[src/rtl/ins_stream_encoder.sv]
// RISC-V instruction stream encoder: packs field bundles into 32-bit words and writes them
// to consecutive instruction-memory words. Define ENC_OPCODE_CHECK_EN to also reject bad fmt/opcode pairs.
module ins_stream_encoder #(
  parameter logic [31:0] BASE_ADDR   = 32'h28,
  parameter int          DEPTH_WORDS = 64
) (
  input  logic        clk,
  input  logic        reset,
  input  logic        in_valid,
  output logic        in_ready,
  input  logic [2:0]  fmt,
  input  logic [6:0]  opcode,
  input  logic [4:0]  rd,
  input  logic [4:0]  rs1,
  input  logic [4:0]  rs2,
  input  logic [2:0]  funct3,
  input  logic [6:0]  funct7,
  input  logic [31:0] imm,
  input  logic        last,
  output logic        mem_we,
  output logic [31:0] mem_addr,
  output logic [31:0] mem_wdata,
  input  logic        mem_ack,
  output logic [15:0] count,
  output logic        err,
  output logic        full,
  output logic        done
);

  typedef enum logic [1:0] {IDLE, WR, DONE} state_t;

  localparam logic [2:0] FMT_R  = 3'd0;
  localparam logic [2:0] FMT_I  = 3'd1;
  localparam logic [2:0] FMT_S  = 3'd2;
  localparam logic [2:0] FMT_SB = 3'd3;
  localparam logic [2:0] FMT_UJ = 3'd4;
  localparam logic [2:0] FMT_U  = 3'd5;

  localparam logic [15:0] DEPTH_CNT = 16'(DEPTH_WORDS);

  state_t      state_q, state_d;
  logic        last_q, last_d;
  logic        in_ready_d, mem_we_d, err_d, full_d, done_d;
  logic [31:0] addr_d, wdata_d;
  logic [15:0] count_d, count_inc;
  logic [31:0] enc_word;
  logic        imm_ok, op_ok, bundle_ok;

  // Range checks reduce to "upper bits are a pure sign extension" of the field width.
  always_comb begin
    // NOTE: every variable written here gets a default first, so no latch is inferred.
    enc_word = '0;
    imm_ok   = 1'b0;
    case (fmt)
      FMT_R: begin
        imm_ok   = 1'b1;
        enc_word = {funct7, rs2, rs1, funct3, rd, opcode};
      end
      FMT_I: begin
        imm_ok   = (imm[31:11] == {21{imm[31]}});
        enc_word = {imm[11:0], rs1, funct3, rd, opcode};
      end
      FMT_S: begin
        imm_ok   = (imm[31:11] == {21{imm[31]}});
        enc_word = {imm[11:5], rs2, rs1, funct3, imm[4:0], opcode};
      end
      FMT_SB: begin
        imm_ok   = (imm[31:12] == {20{imm[31]}}) && !imm[0];
        enc_word = {imm[12], imm[10:5], rs2, rs1, funct3, imm[4:1], imm[11], opcode};
      end
      FMT_UJ: begin
        imm_ok   = (imm[31:20] == {12{imm[31]}}) && !imm[0];
        enc_word = {imm[20], imm[10:1], imm[11], imm[19:12], rd, opcode};
      end
      FMT_U: begin
        imm_ok   = (imm[11:0] == 12'd0);
        enc_word = {imm[31:12], rd, opcode};
      end
      default: begin
        imm_ok   = 1'b0;
        enc_word = '0;
      end
    endcase
  end

`ifdef ENC_OPCODE_CHECK_EN
  always_comb begin
    op_ok = 1'b0;
    case (fmt)
      FMT_R:   op_ok = (opcode == 7'h33);
      FMT_I:   op_ok = (opcode == 7'h03) || (opcode == 7'h13) || (opcode == 7'h67);
      FMT_S:   op_ok = (opcode == 7'h23);
      FMT_SB:  op_ok = (opcode == 7'h63);
      FMT_UJ:  op_ok = (opcode == 7'h6F);
      FMT_U:   op_ok = (opcode == 7'h37) || (opcode == 7'h17);
      default: op_ok = 1'b0;
    endcase
  end
`else
  assign op_ok = 1'b1;
`endif

  assign bundle_ok = imm_ok && op_ok;
  assign count_inc = count + 16'd1;

  always_comb begin
    state_d  = state_q;
    last_d   = last_q;
    mem_we_d = mem_we;
    addr_d   = mem_addr;
    wdata_d  = mem_wdata;
    count_d  = count;
    err_d    = err;
    full_d   = full;
    case (state_q)
      IDLE: begin
        // in_ready is low for the first cycle after reset, so nothing is accepted then.
        if (in_ready && in_valid) begin
          if (bundle_ok) begin
            wdata_d  = enc_word;
            mem_we_d = 1'b1;
            last_d   = last;
            state_d  = WR;
          end else begin
            err_d = 1'b1;
            if (last) state_d = DONE;
          end
        end
      end
      WR: begin
        if (mem_ack) begin
          mem_we_d = 1'b0;
          addr_d   = mem_addr + 32'd4;
          count_d  = count_inc;
          if (count_inc == DEPTH_CNT) full_d = 1'b1;
          state_d = (last_q || (count_inc == DEPTH_CNT)) ? DONE : IDLE;
        end
      end
      default: begin
        mem_we_d = 1'b0;
      end
    endcase
    in_ready_d = (state_d == IDLE);
    done_d     = (state_d == DONE);
  end

  always_ff @(posedge clk) begin
    // NOTE: non-blocking assignments, so every register samples the pre-edge values.
    if (reset) begin
      state_q   <= IDLE;
      last_q    <= 1'b0;
      in_ready  <= 1'b0;
      mem_we    <= 1'b0;
      mem_addr  <= BASE_ADDR;
      mem_wdata <= '0;
      count     <= '0;
      err       <= 1'b0;
      full      <= 1'b0;
      done      <= 1'b0;
    end else begin
      state_q   <= state_d;
      last_q    <= last_d;
      in_ready  <= in_ready_d;
      mem_we    <= mem_we_d;
      mem_addr  <= addr_d;
      mem_wdata <= wdata_d;
      count     <= count_d;
      err       <= err_d;
      full      <= full_d;
      done      <= done_d;
    end
  end

endmodule
[config.mk]
export PLATFORM = sky130hd
export DESIGN_NAME = ins_stream_encoder
export DESIGN_NICKNAME = d
export VERILOG_FILES = /design/src/rtl/ins_stream_encoder.sv
export SDC_FILE = /design/constraint.sdc
export NUM_CORES = 1
export LEC_CHECK = 0
export CORE_MARGIN = 2
export CORE_UTILIZATION = 40
export DETAILED_ROUTE_END_ITERATION = 6
export PLACE_DENSITY = 0.72
export SYNTH_ARGS = -nofsm -noshare
export SYNTH_HDL_FRONTEND = slang
export SYNTH_SLANG_ARGS = --single-unit
[constraint.sdc]
create_clock -name clk -period 2.9 [get_ports clk]
set_input_delay 0.725 -clock clk [delete_from_list [all_inputs] [get_ports clk]]
set_output_delay 0.725 -clock clk [all_outputs]
set_load 0.01 [all_outputs]
==> After elaboration in Yosys (flattened, before gate mapping) <==
Cells that the tools add are included.
Widths: inputs -> output; s select.
{ "op_classes": {"add_sub_neg": 2, "bitwise": 1, "reduce_logical": 15, "eq_ne": 14, "mux": 12} }
{ "ops": {"columns": ["cell", "count"], "rows": [
  ["$pmux 32 s6", 1],
  ["$add 32x3->32 const B", 1],
  ["$eq 20x20->1", 1],
  ["$eq 19x19->1", 1],
  ["$add 16x1->16 const B", 1],
  ["$eq 16x7->1 const B", 1],
  ["$logic_not 12->1", 1],
  ["$reduce_and 3->1", 4],
  ["$eq 11x11->1", 1],
  ["$mux 2", 5],
  ["$eq 3x2->1 const B", 2],
  ["$eq 3x3->1 const B", 2],
  ["$ne 2x2->1 const B", 3],
  ["$pmux 1 s5", 1],
  ["$logic_not 2->1", 2],
  ["$pmux 2 s2", 1],
  ["$eq 3x1->1 const B", 1],
  ["$logic_and 1x1->1", 3],
  ["$logic_not 3->1", 1],
  ["$mux 1", 3],
  ["$eq 2x1->1 const B", 1],
  ["$eq 2x2->1 const B", 1],
  ["$pmux 1 s2", 1],
  ["$reduce_and 2->1", 1],
  ["4 further kinds", 4]
]} }
{ "totals": {"output_inout_bits": 85, "ff_bits": 88, "wordCells": 54} }

==> Longest topological paths before layout <==
Gate-level depths: netlist of run 1.
{ "depth": {"depth_word": 7, "depth_mapped": 9} }

==> Worst setup path before layout of run 1 <==
OpenSTA, ideal clock, no wires.
{ "synth_path": {"path_kind": "input to register", "startpoint": "input port fmt[0]", "endpoint": "register mem_wdata[27]", "setup_time_ps": 88, "stages": 9, "path_slack_ps": 556, "n_path_buf": 3, "t_arrival_ps": 2255, "path_cell_list": "or2_1 > buf_6 > or3b_4 > o211ai_2 > a31o_1 > buf_4 > buf_6 > a21oi_1 > a311oi_2"} }
{ "synth_between": {"elab_chain_cells": 4, "word_cells_on_any_way": 10} }
{ "synth_rtl": {"columns": ["item", "line_no", "rtl"], "rows": [
  ["start, declared", "11", "input logic [2:0] fmt,"],
  ["$eq 3x2->1 or $eq 3x1->1 (tied branches)", "54", "case (fmt)"],
  ["$reduce_or 2->1 (no line)", null, null],
  ["$pmux 1 s5", "54", null],
  ["$reduce_and 3->1 (no line)", null, null],
  ["end signal, assigned", "166", "mem_wdata <= wdata_d;"],
  ["end, declared", "22", "output logic [31:0] mem_wdata,"]
]} }
Several ways; a longest one is shown, not always the timed one.
A chain may end at the register's enable or synchronous reset.

==> Final worst setup path of run 1 <==
{ "layout_path": {"startpoint": "input port imm[21]", "endpoint": "register mem_wdata[22]"} }
{ "layout_between": {"elab_chain_cells": 4, "word_cells_on_any_way": 7} }
{ "layout_rtl": {"columns": ["item", "line_no", "rtl"], "rows": [
  ["start, declared", "18", "input logic [31:0] imm,"],
  ["$eq 19x19->1 or $eq 11x11->1 (tied branches)", "68, 72", null],
  ["$logic_and 1x1->1, on equally long branches", "68, 72", null],
  ["$pmux 1 s5 (*)", "54", null],
  ["$reduce_and 3->1 (no line) (*)", null, null]
]} }
Mark *: on every way between the ends. The rest lies on a longest branch, timed or not.

==> metrics.csv, run 1 <==
stage,metric,value,unit
power,worst ir drop on vdd,285,uV
logic_synthesis,Synth Flop Type,dfxtp_1,
layout,final non-filler cell total,837,
critical_path,critical path class,primary input to register,
critical_path,crit path cell chain,clkdlybuf4s50_1 -> nand4_1 -> or3_1 -> a21oi_1 -> a31oi_2 -> a2111oi_0 -> nor3_1,
layout,post-route cell area,6650,um2
routing,Vias,4573,
status,status,finished clean,
logic_synthesis,register area share after synthesis,37.4,%
logic_synthesis,Synthesis Warnings,0,
global_route,GRT Residual Overflow,0,
logic_synthesis,Synth cell types,54,
critical_path,crit start category,primary input,
sta,final setup violating endpoints,0,
power,internal power,2.07,mW
global_route,global-route wire length before repair,21.2,mm
sta,Final Max Tran Viols,0,
sta,Max-slew headroom,66.1,%
layout,share of layout cells above drive strength 1,9.08,%
floorplan,Die W,111,um
routing,initial drt markers,282,
worst_hold_path,Worst Hold Class,register to register,
sta,final hold vios,0,
routing,Routed Antenna Nets,0,
sta,unrepaired setup endpoints after global routing,false,
global_route,largest net degree at the start of global routing,82,
placed_design,dpl hpwl,9.65,mm
power,sw frac,23.8,%
clock_network,Setup Buffers After CTS,0,
floorplan,CORE AREA,11300,um2
sta,minimum clock period,2.57,ns
clock_network,clock slew at reported path FFs,0.06,ns
clock_network,CTS hold repair buffers,0,
power,static leakage,2.28,nW
global_route,GRT busiest layer,met2,
floorplan,die area,12400,um2
global_route,total track usage,20.5,%
power,Tot Pwr,2.71,mW
placed_design,RePlAce Congestion,0.900,
placed_design,placed cell area,6350,um2
logic_synthesis,largest area contributor in the netlist,dfxtp_1,
clock_network,TritonCTS Buffers,9,
sta,worst slew pin tran,0.496,ns
floorplan,Die Y,111,um
global_route,met2 Use GR,33.5,%
placed_design,"worst slack, placed",-0.0441,ns
logic_synthesis,async set-or-reset flop fraction in the synthesized netlist,0,%
routing,DRT Pass-1 Iters,4,
floorplan,Initial Util,40.7,%
power,Comb pwr share,13.3,%
floorplan,# rows,39,
routing,routed vias/inst,5.46,
logic_synthesis,Synth top cells by count,"dfxtp_1, nor2_1, a21oi_1",
layout,fill cell count,1010,
routing,routed len/inst,15.5,um
logic_synthesis,Mapped Avg Cell Area,8.48,um2
global_route,GR met1 Demand/Resource,26.8,%
global_route,initial antenna violation count,0,
layout,diode count,0,
power,P_sw,0.646,mW
sta,fin worst setup slack,0.326,ns
clock_network,CTS tree,yes,
power,pwr dens,408,nW/um2
global_route,met3 Track Usage GR,5.19,%
logic_synthesis,Mapped Area,4610,um2
routing,WL final,13.0,mm
logic_synthesis,Post-synth EDFFs,0,
power,sequential share of power,44.3,%
power,clock network power share,42.4,%
clock_network,Clock Sinks,86,
logic_synthesis,top area cells in the synthesized netlist,"dfxtp_1, a21oi_1, xor2_1",
critical_path,crit path max fanout,11,
clock_network,CTS resizes,0,
critical_path,worst path arrival time,2.78,ns
critical_path,WP data required,3.10,ns
sta,fmax,388,MHz
layout,Layout area overhead,44.4,%
floorplan,IO Count,157,
layout,Total Nets Final,765,
logic_synthesis,Seq cells post-synth,86,
critical_path,crit end category,register,
clock_network,clk_lat worst skew,0.34,ns
layout,final core utilization,58.8,%
placed_design,Post-Place Cells,822,
clock_network,htree depth,3,
placed_design,port buffer count,154,
critical_path,CP peak stage delay,0.53,ns
sta,Final Skew,0.0103,ns
logic_synthesis,Post-Syn Instances,543,
sta,fin crit share,88.8,%
clock_network,Bufs on Longest Clock Path,2,
clock_network,Root Driver,clkbuf_16,
flow_run,Max Cap Viol,0,
global_route,vias in the first global route,4355,
critical_path,cell at the slowest stage of the critical path,clkdlybuf4s50_1,
logic_synthesis,Synth top area share,37.4,%
routing,drc violations,0,
logic_synthesis,"count leader, synth",dfxtp_1,
-- layout make-up --
cell class / instances / area, um2 / share of cell area, %
clock buffer: 10 / 239 / 3.59
clock inverter: 5 / 58.8 / 0.884
inverter: 12 / 45.0 / 0.677
multi-input combinational: 405 / 2650 / 39.8
sequential: 86 / 1720 / 25.9
tap: 143 / 179 / 2.69
timing repair buffer: 176 / 1760 / 26.5
-- critical path, delay by kind of cell --
| family | cells | cell delay (ns) |
|---|---|---|
| AOI/OAI and AO/OA | 3 | 0.96 |
| and+or+nand+nor | 3 | 0.54 |
| buffers and inverters | 1 | 0.53 |
-- per-stage QoR --
step | hold slack, ns | TNS (ns)
2_1_floorplan | 0.455 | 0
3_3_place_gp | 0.463 | 0
3_5_place_dp | 0.468 | -0.197
4_1_cts | 0.477 | 0
5_1_grt | 0.498 | 0
6_report | 0.481 | 0
-- cells by family (layout without fill, tap and decap cells) --
| group | Yosys count | count (layout) | synth area share, % |
|---|---|---|---|
| DFF | 86 | 86 | 37.4 |
| xor gates and xnor gates | 46 | 46 | 8.75 |
| buffers and inverters | 53 | 203 | 5.38 |
| AOI/OAI and AO/OA | 127 | 127 | 19.3 |
| adders and majority gates | 3 | 3 | 0.815 |
| other | 1 | 2 | 0.0814 |
| muxes | 26 | 26 | 5.81 |
| and+or+nand+nor | 201 | 201 | 22.5 |
-- power by group through the flow --
| stage | logic [mW] | registers, mW | clock network, mW |
|---|---|---|---|
| detailed placement | 0.360 | 1.23 | 0 |
| CTS | 0.361 | 1.20 | 1.18 |
| global route | 0.390 | 1.20 | 1.23 |
| finish | 0.360 | 1.20 | 1.15 |
| floorplan | 0.164 | 1.23 | 0 |
| global placement | 0.356 | 1.23 | 0 |
-- sequential cells by signal, summed over array words and instances, names as in the netlist, named ones only --
| signal | count |
|---|---|
| mem_wdata | 32 |
| mem_addr | 30 |
| count | 16 |
| done | 1 |
| err | 1 |
| full | 1 |
| in_ready | 1 |
| last_q | 1 |
| mem_we | 1 |
| state_q | 1 |
-- cells in the final DEF (no fill, tap or decap), types with 3 or more instances in the layout --
master and n:
a311oi_1 9, inv_1 12, a311oi_2 10, o21ai_0 21, nor3_1 16, nor2b_1 5, nor2_1 59, clkbuf_16 9
buf_4 17, or3_1 8, xnor2_1 18, and2_1 3, xor2_1 28, a22oi_1 5, and3_1 5, nand4_1 15
mux2i_1 20, nor3b_1 4, a211oi_1 3, buf_12 5, ha_1 3, clkdlybuf4s50_1 153, nor4_1 6, nand2_1 31
dfxtp_1 86, a31oi_1 3, a21oi_1 51, nand3_1 27, and4_1 9, a2111oi_0 6, mux2_2 6, a221oi_1 6
-- path summary, 6_finish.rpt --
| kind | start | end | slack [ns] | depth (start not counted) |
|---|---|---|---|---|
| worst max register to register | count[0] | in_ready | 0.78 | 7 |
| worst max-delay path | imm[21] | mem_wdata[22] | 0.33 | 7 |
| worst min-delay path | mem_wdata[1] | mem_wdata[1] | 0.48 | 2 |
| worst min register to register | mem_wdata[1] | mem_wdata[1] | 0.48 | 2 |
-- layer usage --
| layer | wire length [um] | up-vias |
|---|---|---|
| met2 | 6070 | 163 |
| met5 | 0 | - |
| li1 | - | 2266 |
| met4 | 166 | 0 |
| met1 | 5830 | 2130 |
| met3 | 892 | 14 |
(Power assumes the default switching activity.)
==> run 2, diff against run 1 <==
- SLEW_MARGIN: not set -> 20
==> results of run 2 <==
Final layout, timing and power as in run 1 (identical DEF).
